### src/rtl/cpu6_csr_m_pkg.sv
// cpu6 machine-mode CSR file: addresses, field positions,
// interrupt codes and operation encodings.
package cpu6_csr_m_pkg;

    localparam logic [11:0] CPU6_CSR_MSTATUS  = 12'h300;
    localparam logic [11:0] CPU6_CSR_MIE      = 12'h304;
    localparam logic [11:0] CPU6_CSR_MTVEC    = 12'h305;
    localparam logic [11:0] CPU6_CSR_MSCRATCH = 12'h340;
    localparam logic [11:0] CPU6_CSR_MEPC     = 12'h341;
    localparam logic [11:0] CPU6_CSR_MCAUSE   = 12'h342;
    localparam logic [11:0] CPU6_CSR_MIP      = 12'h344;
    localparam logic [11:0] CPU6_CSR_MCYCLE   = 12'hB00;
    localparam logic [11:0] CPU6_CSR_MCYCLEH  = 12'hB80;
    localparam logic [11:0] CPU6_CSR_MINSTRET = 12'hB02;
    localparam logic [11:0] CPU6_CSR_MINSTRH  = 12'hB82;
    localparam logic [11:0] CPU6_CSR_MHARTID  = 12'hF14;

    localparam int CPU6_MSTATUS_MIE  = 3;
    localparam int CPU6_MSTATUS_MPIE = 7;
    localparam int CPU6_MSTATUS_MPPL = 11;
    localparam int CPU6_MSTATUS_MPPH = 12;

    localparam int CPU6_MIE_MSIE = 3;
    localparam int CPU6_MIE_MTIE = 7;
    localparam int CPU6_MIE_MEIE = 11;

    localparam logic [3:0] CPU6_IRQ_SW  = 4'd3;
    localparam logic [3:0] CPU6_IRQ_TMR = 4'd7;
    localparam logic [3:0] CPU6_IRQ_EXT = 4'd11;

    typedef enum logic [1:0] {
        CPU6_OP_NONE  = 2'b00,
        CPU6_OP_WRITE = 2'b01,
        CPU6_OP_SET   = 2'b10,
        CPU6_OP_CLEAR = 2'b11
    } csr_op_e;

    localparam logic [1:0] CPU6_MTVEC_DIRECT   = 2'b00;
    localparam logic [1:0] CPU6_MTVEC_VECTORED = 2'b01;

endpackage

### src/rtl/cpu6_csr_m_cnt64.sv
// 64-bit counter as two 32-bit halves; a half write suppresses
// the carry between halves for that cycle.
module cpu6_csr_cnt64 (
    input  logic        clk,
    input  logic        reset,
    input  logic        inc_i,
    input  logic        wr_lo_i,
    input  logic        wr_hi_i,
    input  logic [31:0] wdat_i,
    output logic [63:0] cnt_o
);

    logic [31:0] lo_q, lo_d;
    logic [31:0] hi_q, hi_d;
    logic [32:0] lo_sum;

    always_comb begin
        lo_sum = {1'b0, lo_q} + 33'(inc_i);
        lo_d   = lo_sum[31:0];
        hi_d   = hi_q + 32'(lo_sum[32]);
        if (wr_lo_i) begin
            lo_d = wdat_i;
            hi_d = hi_q;
        end else if (wr_hi_i) begin
            hi_d = wdat_i;
        end
    end

    always_ff @(posedge clk) begin
        if (reset) begin
            lo_q <= '0;
            hi_q <= '0;
        end else begin
            lo_q <= lo_d;
            hi_q <= hi_d;
        end
    end

    assign cnt_o = {hi_q, lo_q};

endmodule

### src/rtl/cpu6_csr_m.sv
// cpu6 machine-mode CSR file with trap entry, mret sequencing,
// prioritised interrupt request and 64-bit counters.
module cpu6_csr_m
    import cpu6_csr_m_pkg::*;
#(
    parameter int              XLEN         = 32,
    parameter logic [XLEN-1:0] MTVEC_RESET  = '0,
    parameter int              HART_ID      = 0,
    parameter bit              HAS_COUNTERS = 1'b1
) (
    input  logic            clk,
    input  logic            reset,
    input  logic            csr_rd_en,
    input  logic            csr_wr_en,
    input  logic [1:0]      csr_op,
    input  logic [11:0]     csr_idx,
    input  logic [XLEN-1:0] csr_write_dat,
    output logic [XLEN-1:0] csr_read_dat,
    output logic            csr_illegal,
    input  logic            irq_sw,
    input  logic            irq_tmr,
    input  logic            irq_ext,
    input  logic            excp_ena,
    input  logic [XLEN-1:0] excp_mepc,
    input  logic [XLEN-1:0] excp_cause,
    input  logic            mret_ena,
    input  logic            instret_ena,
    output logic            irq_req,
    output logic [XLEN-1:0] irq_cause,
    output logic [XLEN-1:0] trap_pc,
    output logic [XLEN-1:0] csr_mepc,
    output logic [XLEN-1:0] csr_mtvec
);

    logic            mie_q, mie_d;
    logic            mpie_q, mpie_d;
    logic [2:0]      ien_q, ien_d;
    logic [2:0]      ip_q;
    logic [XLEN-1:0] mtvec_q, mtvec_d;
    logic [XLEN-1:0] mscratch_q, mscratch_d;
    logic [XLEN-1:0] mepc_q, mepc_d;
    logic [XLEN-1:0] mcause_q, mcause_d;
    logic [63:0]     cyc, ins;
    logic            legal, ro, modify, wr;
    logic [XLEN-1:0] rdata, wval;
    logic [XLEN-1:0] mstatus_r, mie_r, mip_r;
    logic [XLEN-1:0] base;
    logic [2:0]      pend;
    logic [3:0]      code;

    // ien/ip bit order is {ext, tmr, sw}
    always_comb begin
        mstatus_r = '0;
        mstatus_r[CPU6_MSTATUS_MPPH:CPU6_MSTATUS_MPPL] = 2'b11;
        mstatus_r[CPU6_MSTATUS_MPIE] = mpie_q;
        mstatus_r[CPU6_MSTATUS_MIE]  = mie_q;
        mie_r = '0;
        mie_r[CPU6_MIE_MSIE] = ien_q[0];
        mie_r[CPU6_MIE_MTIE] = ien_q[1];
        mie_r[CPU6_MIE_MEIE] = ien_q[2];
        mip_r = '0;
        mip_r[CPU6_MIE_MSIE] = ip_q[0];
        mip_r[CPU6_MIE_MTIE] = ip_q[1];
        mip_r[CPU6_MIE_MEIE] = ip_q[2];
    end

    always_comb begin
        rdata = '0;
        legal = 1'b1;
        ro    = 1'b0;
        unique case (csr_idx)
            CPU6_CSR_MSTATUS:  rdata = mstatus_r;
            CPU6_CSR_MIE:      rdata = mie_r;
            CPU6_CSR_MTVEC:    rdata = mtvec_q;
            CPU6_CSR_MSCRATCH: rdata = mscratch_q;
            CPU6_CSR_MEPC:     rdata = mepc_q;
            CPU6_CSR_MCAUSE:   rdata = mcause_q;
            CPU6_CSR_MIP: begin
                rdata = mip_r;
                ro    = 1'b1;
            end
            CPU6_CSR_MCYCLE:   rdata = XLEN'(cyc[31:0]);
            CPU6_CSR_MCYCLEH:  rdata = XLEN'(cyc[63:32]);
            CPU6_CSR_MINSTRET: rdata = XLEN'(ins[31:0]);
            CPU6_CSR_MINSTRH:  rdata = XLEN'(ins[63:32]);
            CPU6_CSR_MHARTID: begin
                rdata = XLEN'(HART_ID);
                ro    = 1'b1;
            end
            default:           legal = 1'b0;
        endcase
    end

    always_comb begin
        unique case (csr_op)
            CPU6_OP_WRITE: wval = csr_write_dat;
            CPU6_OP_SET:   wval = rdata | csr_write_dat;
            CPU6_OP_CLEAR: wval = rdata & ~csr_write_dat;
            default:       wval = rdata;
        endcase
    end

    assign modify = csr_wr_en & (csr_op != CPU6_OP_NONE);
    assign wr     = modify & legal & ~ro;
    assign csr_illegal = ((csr_rd_en | csr_wr_en) & ~legal)
                       | (modify & ro);

    always_comb begin
        mie_d      = mie_q;
        mpie_d     = mpie_q;
        ien_d      = ien_q;
        mtvec_d    = mtvec_q;
        mscratch_d = mscratch_q;
        mepc_d     = mepc_q;
        mcause_d   = mcause_q;
        if (wr && csr_idx == CPU6_CSR_MIE)
            ien_d = {wval[CPU6_MIE_MEIE], wval[CPU6_MIE_MTIE],
                     wval[CPU6_MIE_MSIE]};
        if (wr && csr_idx == CPU6_CSR_MTVEC)
            mtvec_d = wval[1] ? {wval[XLEN-1:2], 2'b00} : wval;
        if (wr && csr_idx == CPU6_CSR_MSCRATCH)
            mscratch_d = wval;
        // trap entry wins over mret, which wins over CSR writes
        if (excp_ena) begin
            mepc_d   = {excp_mepc[XLEN-1:1], 1'b0};
            mcause_d = excp_cause;
            mpie_d   = mie_q;
            mie_d    = 1'b0;
        end else begin
            if (wr && csr_idx == CPU6_CSR_MEPC)
                mepc_d = {wval[XLEN-1:1], 1'b0};
            if (wr && csr_idx == CPU6_CSR_MCAUSE)
                mcause_d = wval;
            if (mret_ena) begin
                mie_d  = mpie_q;
                mpie_d = 1'b1;
            end else if (wr && csr_idx == CPU6_CSR_MSTATUS) begin
                mie_d  = wval[CPU6_MSTATUS_MIE];
                mpie_d = wval[CPU6_MSTATUS_MPIE];
            end
        end
    end

    always_ff @(posedge clk) begin
        if (reset) begin
            mie_q      <= 1'b0;
            mpie_q     <= 1'b0;
            ien_q      <= '0;
            ip_q       <= '0;
            mtvec_q    <= MTVEC_RESET;
            mscratch_q <= '0;
            mepc_q     <= '0;
            mcause_q   <= '0;
        end else begin
            mie_q      <= mie_d;
            mpie_q     <= mpie_d;
            ien_q      <= ien_d;
            ip_q       <= {irq_ext, irq_tmr, irq_sw};
            mtvec_q    <= mtvec_d;
            mscratch_q <= mscratch_d;
            mepc_q     <= mepc_d;
            mcause_q   <= mcause_d;
        end
    end

    generate
        if (HAS_COUNTERS) begin : g_cnt
            cpu6_csr_cnt64 u_mcycle (
                .clk     (clk),
                .reset   (reset),
                .inc_i   (1'b1),
                .wr_lo_i (wr && csr_idx == CPU6_CSR_MCYCLE),
                .wr_hi_i (wr && csr_idx == CPU6_CSR_MCYCLEH),
                .wdat_i  (wval[31:0]),
                .cnt_o   (cyc)
            );
            cpu6_csr_cnt64 u_minstret (
                .clk     (clk),
                .reset   (reset),
                .inc_i   (instret_ena),
                .wr_lo_i (wr && csr_idx == CPU6_CSR_MINSTRET),
                .wr_hi_i (wr && csr_idx == CPU6_CSR_MINSTRH),
                .wdat_i  (wval[31:0]),
                .cnt_o   (ins)
            );
        end else begin : g_nocnt
            assign cyc = '0;
            assign ins = '0;
        end
    endgenerate

    assign pend    = ip_q & ien_q;
    assign irq_req = mie_q & |pend;

    // external beats software beats timer
    always_comb begin
        code      = '0;
        irq_cause = '0;
        priority case (1'b1)
            pend[2]: code = CPU6_IRQ_EXT;
            pend[0]: code = CPU6_IRQ_SW;
            pend[1]: code = CPU6_IRQ_TMR;
            default: code = '0;
        endcase
        if (|pend) begin
            irq_cause[XLEN-1] = 1'b1;
            irq_cause[3:0]    = code;
        end
    end

    always_comb begin
        base    = {mtvec_q[XLEN-1:2], 2'b00};
        trap_pc = base;
        if (mtvec_q[1:0] == CPU6_MTVEC_VECTORED && excp_cause[XLEN-1])
            trap_pc = base + XLEN'({excp_cause[3:0], 2'b00});
    end

    assign csr_read_dat = rdata;
    assign csr_mepc     = mepc_q;
    assign csr_mtvec    = mtvec_q;

endmodule

### config.mk
export PLATFORM = sky130hd
export DESIGN_NAME = cpu6_csr_m
export DESIGN_NICKNAME = d
export VERILOG_FILES = /design/src/rtl/cpu6_csr_m_pkg.sv /design/src/rtl/cpu6_csr_m_cnt64.sv /design/src/rtl/cpu6_csr_m.sv
export SDC_FILE = /design/constraint.sdc
export NUM_CORES = 1
export LEC_CHECK = 0
export CORE_UTILIZATION = 44
export DETAILED_ROUTE_END_ITERATION = 8
export PLACE_DENSITY = 0.68
export SYNTH_ARGS = -nofsm -noshare
export SYNTH_HDL_FRONTEND = slang
export SYNTH_SLANG_ARGS = --single-unit
### constraint.sdc
create_clock -name clk -period 13.3 [get_ports clk]
set_input_delay 2.66 -clock clk [delete_from_list [all_inputs] [get_ports clk]]
set_output_delay 2.66 -clock clk [all_outputs]
set_load 0.05 [all_outputs]
# Word level (Yosys, flattened, before mapping)
# Index checks and enable logic that the tools add are counted.
# totals
reg_bits,263
input_bits,120
out_inout_bits,162
wordCells,91
# classes
addsub,5
n_eq_ne,16
n_mux,24
bitwise_logic,14
reduce_logical,20
# op_table
operator,count
$pmux W32 S11,1
$mux W32,9
$pmux W32 S3,1
$eq A12 B10 Y1 const B,7
$add A32 B1 Y32,2
$eq A12 B12 Y1 const B,5
$add A32 B1 Y33,1
$add A32 B1 Y33 const B,1
$add A32 B6 Y32,1
$and A32 B32 Y32,1
$not A32 Y32,1
$or A32 B32 Y32,1
$reduce_or A12 Y1,1
$logic_and A1 B1 Y1,11
$mux W1,9
$mux W4,2
$reduce_bool A2 Y1,4
$and A1 B1 Y1,6
$mux W3,2
$eq A2 B1 Y1 const B,2
$eq A2 B2 Y1 const B,2
$reduce_or A2 Y1,2
$and A3 B3 Y3,1
$reduce_bool A3 Y1,1
other kinds (3),5

# Longest topological paths before layout
# logic_depth
depth_word,9
ltp_mapped,15
mapped_depth_nobuf,15

# By module
# From an unflattened synthesis, not the netlist that was laid out.
# unflattened
hier_cells,2119
area_unflattened_um2,17322.9
# by_module_without_submodules
mod,n_inst,cells_each,area_per_inst_um2,seq_area_each_um2
cpu6_csr_m,1,1153,9790.6,2682.6
cpu6_csr_cnt64,2,483,3766.1,1281.2

# Least setup slack after synthesis
# Ideal clock, no wire load.
# synth_path
path_kind,in2out
startpoint,input csr_idx[0]
endpoint,output csr_read_dat[10]
arrival_ns,5.355
required_ns,10.640
setup_slack_ns,5.285
path_stages,4
n_path_buf,2
cell_sequence,or4_1 > buf_4 > buf_6 > o311ai_0
# synth_via
elab_chain_cells,2
word_cells_on_any_way,12
cone_classes,eq/ne (11); mux (1)
# synth_lines
item,line,rtl
from (decl),cpu6_csr_m.sv:16,"input logic [11:0] csr_idx,"
$eq A12 B12 Y1 / $eq A12 B10 Y1 (equally long branches),cpu6_csr_m.sv:71,unique case (csr_idx)
$pmux W32 S11 *,cpu6_csr_m.sv:71,
to (decl),cpu6_csr_m.sv:18,"output logic [XLEN-1:0] csr_read_dat,"
# Every way passes the cells marked *; elsewhere a longest branch is shown, timed or not.

# Final worst setup path
# layout_path
startpoint,input csr_idx[3]
endpoint,output csr_read_dat[16]
# The elaborated chain is that of the path after synthesis.

==> impl_metrics.json <==
{
  "status": "finished clean",
  "drv_slew": 0,
  "rr_startpoint": "g_cnt.u_mcycle.lo_q[9]",
  "worst_pin_slew_ns": 1.32,
  "root_buffer": "clkbuf_16",
  "io_buffers": 249,
  "max_freq_ghz": 0.104,
  "synth_top_family_by_area": "compound AO/OA/AOI/OAI gates",
  "crit_required_ns": 10.64,
  "post-route-util": 0.541,
  "grt_start_max_net_pins": 69,
  "dpl_cell_area_um2": 20400,
  "finalHoldViolations": 0,
  "worstPathArrival_ns": 7.00,
  "r2r_end": "g_cnt.u_mcycle.hi_q[24]",
  "cp-start-kind": "input port",
  "startpoint": "csr_idx[3]",
  "cp-end-kind": "primary output",
  "clockBufferDepth": 3,
  "synthMuxAreaShare": 0.0269,
  "dp_hpwl_mm": 71.1,
  "m1WireLength_mm": 37.9,
  "cap_violations": 0,
  "overflow": 0,
  "fin_ws_ns": 3.64,
  "synth_cells": 2278,
  "rows": 73,
  "die_y_um": 203,
  "final_nets": 2545,
  "synth_edf_count": 0,
  "core_um2": 39800,
  "grt_pass1_wl_mm": 140,
  "top_layer": "met4",
  "cts_hold_buffers": 0,
  "synth_compound_gate_area_share": 0.285,
  "p_leak_nw": 7.21,
  "dr_wl_met3_mm": 13.2,
  "holdWs_ns": 0.455,
  "start_util": 0.448,
  "grt_pass1_vias": 19300,
  "ys_seq_elements": 262,
  "setup_tns_ns": 0,
  "synthAdderAreaFrac": 0.00940,
  "final_common_cell": "dfxtp_1",
  "final_cells": 2960,
  "viasPerCell": 7.20,
  "hold_path.class": "register to register",
  "syn_area_um2": 17800,
  "slew_headroom": 0.115,
  "synthXorXnorAreaFrac": 0.0526,
  "track_usage": 0.472,
  "routed_wl_mm": 100,
  "layout_min_cycle_time_ns": 9.66,
  "irDropWorstVdd_v": 0.0000632,
  "die-width_um": 203,
  "layout_worst_path_cycle_share": 0.726,
  "fin_worst_skew_ns": 0.0278,
  "drtAntennaViolNets": 0,
  "power_density_nw_per_um2": 95.3,
  "dp_cells": 2902,
  "setup_viol": 0,
  "yosys.cell_types.count": 96,
  "rsz0062_at_grt": "false",
  "worstPathMaxFanout": 15,
  "fin_area_um2": 21500,
  "pre_cts_slack_ns": 3.84,
  "antenna_found_initial": 2,
  "r2r_slack_ns": 8.48,
  "gp_congestion": 1.07,
  "synth_area_per_cell_um2": 7.83,
  "r2r_cells": 12,
  "crit_type": "input port to primary output",
  "design.die.area_um2": 41300,
  "tritoncts": "yes",
  "cts_htree_levels": 2,
  "cts.sinks": 262,
  "layout_common_cells": "262 x dfxtp_1, 244 x clkdlybuf4s50_1, 237 x nand2_1, 159 x a21oi_1, 136 x nor2_1",
  "synth_warnings": 0,
  "cts-resized-gates": 0,
  "ys.flop_type": "dfxtp_1",
  "critPathCapture": "csr_read_dat[16]",
  "drc": 0,
  "yosys.area_share.simple": 0.264,
  "insertion_delay_ns": 0.59,
  "synth_async_sr_flop_share": 0,
  "vias": 21300,
  "dr.pass1.iters": 8,
  "numCtsBuffers": 34,
  "power_mw": 2.05,
  "area.growth.synth_to_final_pct": 20.8,
  "dr_wl_met2_mm": 40.8,
  "drt_iter0_markers": 3279,
  "drive_gt1_frac": 0.0880,
  "pin_count": 282,
  "path_clk_slew_ns": 0.05,
  "yosysSeqAreaShare": 0.294,
  "post_cts_buffers": 0,
  "wl_per_cell_um": 33.9
}
## sequential cells by signal (all words and copies together), names as in the netlist
name and flops:
csr_mepc 31, csr_mtvec 31, g_cnt.u_mcycle.hi_q 32, g_cnt.u_mcycle.lo_q 32
g_cnt.u_minstret.hi_q 32, g_cnt.u_minstret.lo_q 32, ien_q 3, ip_q 3
mcause_q 32, mie_q 1, mpie_q 1, mscratch_q 32
## how the worst min path moves through the flow
| stage | start | to | depth (start not counted) |
|---|---|---|---|
| after detailed placement | mscratch_q[30] | mscratch_q[30] | 2 |
| final | mscratch_q[30] | mscratch_q[30] | 2 |
| after floorplan | mscratch_q[13] | mscratch_q[13] | 2 |
| after CTS | mscratch_q[30] | mscratch_q[30] | 2 |
| after global placement | mscratch_q[13] | mscratch_q[13] | 2 |
| after global routing | mscratch_q[12] | mscratch_q[12] | 2 |
## cell families (layout without fill, tap and decap cells)
group,count (synthesis),count (layout)
other,1,33
AOI/OAI and AO/OA,734,734
buffers and inverters,250,375
xor gates and xnor gates,107,107
and+or+nand+nor,866,866
muxes,45,45
adders and majority gates,13,13
DFF,262,262
## cell type report
| class | instances | area, um2 |
|---|---|---|
| fillers | 3854 | 18300 |
| multi-input cells | 1796 | 11600 |
| flip-flops and latches | 262 | 5250 |
| repair buffers | 305 | 2890 |
| clock buffers | 46 | 956 |
| well taps | 525 | 657 |
| clock inverters | 10 | 146 |
| inverters | 14 | 53.8 |
| diodes | 2 | 5.00 |
## per-layer routing
metal,vias to the layer above,GRT usage
li1,8959,-
met1,10100,0.609
met2,1847,0.675
met3,391,0.123
met4,0,0.345
met5,-,0
## critical path: stages
cell             delay (ns)
clkdlybuf4s50_1        0.80
or4b_1                 1.12
nor3_4                 1.00
a2111oi_2              0.40
nand2_1                0.18
clkdlybuf4s50_1        0.82
## power breakdown
group | leakage [nW] | switching (mW) | total [mW] | internal [mW]
Sequential | 2.13 | 0.0183 | 0.818 | 0.800
Clock | 0.539 | 0.396 | 0.958 | 0.562
Combinational | 4.55 | 0.195 | 0.277 | 0.0826
## Yosys cell counts, types with 12 or more instances
library cell | instances | share of area
and3_1 | 32 | 0.011
clkbuf_1 | 111 | 0.023
a22oi_1 | 54 | 0.023
a211oi_1 | 79 | 0.033
nand3b_1 | 14 | 0.0059
mux2_2 | 14 | 0.0088
buf_1 | 15 | 0.0032
buf_4 | 37 | 0.016
inv_1 | 13 | 0.0027
or4_1 | 14 | 0.0059
nor3_2 | 13 | 0.0073
o21ai_0 | 95 | 0.027
o221ai_1 | 17 | 0.0084
o22ai_1 | 55 | 0.019
nor2_1 | 136 | 0.029
xnor2_1 | 75 | 0.037
a31oi_1 | 55 | 0.019
mux2i_1 | 30 | 0.017
nand3_1 | 95 | 0.027
nand2_1 | 237 | 0.050
a21oi_1 | 159 | 0.045
nor3_1 | 51 | 0.014
dfxtp_1 | 262 | 0.29
o21ai_1 | 12 | 0.0034
xor2_1 | 32 | 0.016
and4_1 | 35 | 0.017
and2_1 | 18 | 0.0063
a211oi_2 | 18 | 0.013
o31ai_1 | 54 | 0.023
nor4_1 | 35 | 0.012
buf_2 | 65 | 0.018
nand4_1 | 104 | 0.036
Power figures use the tool's default switching activity.
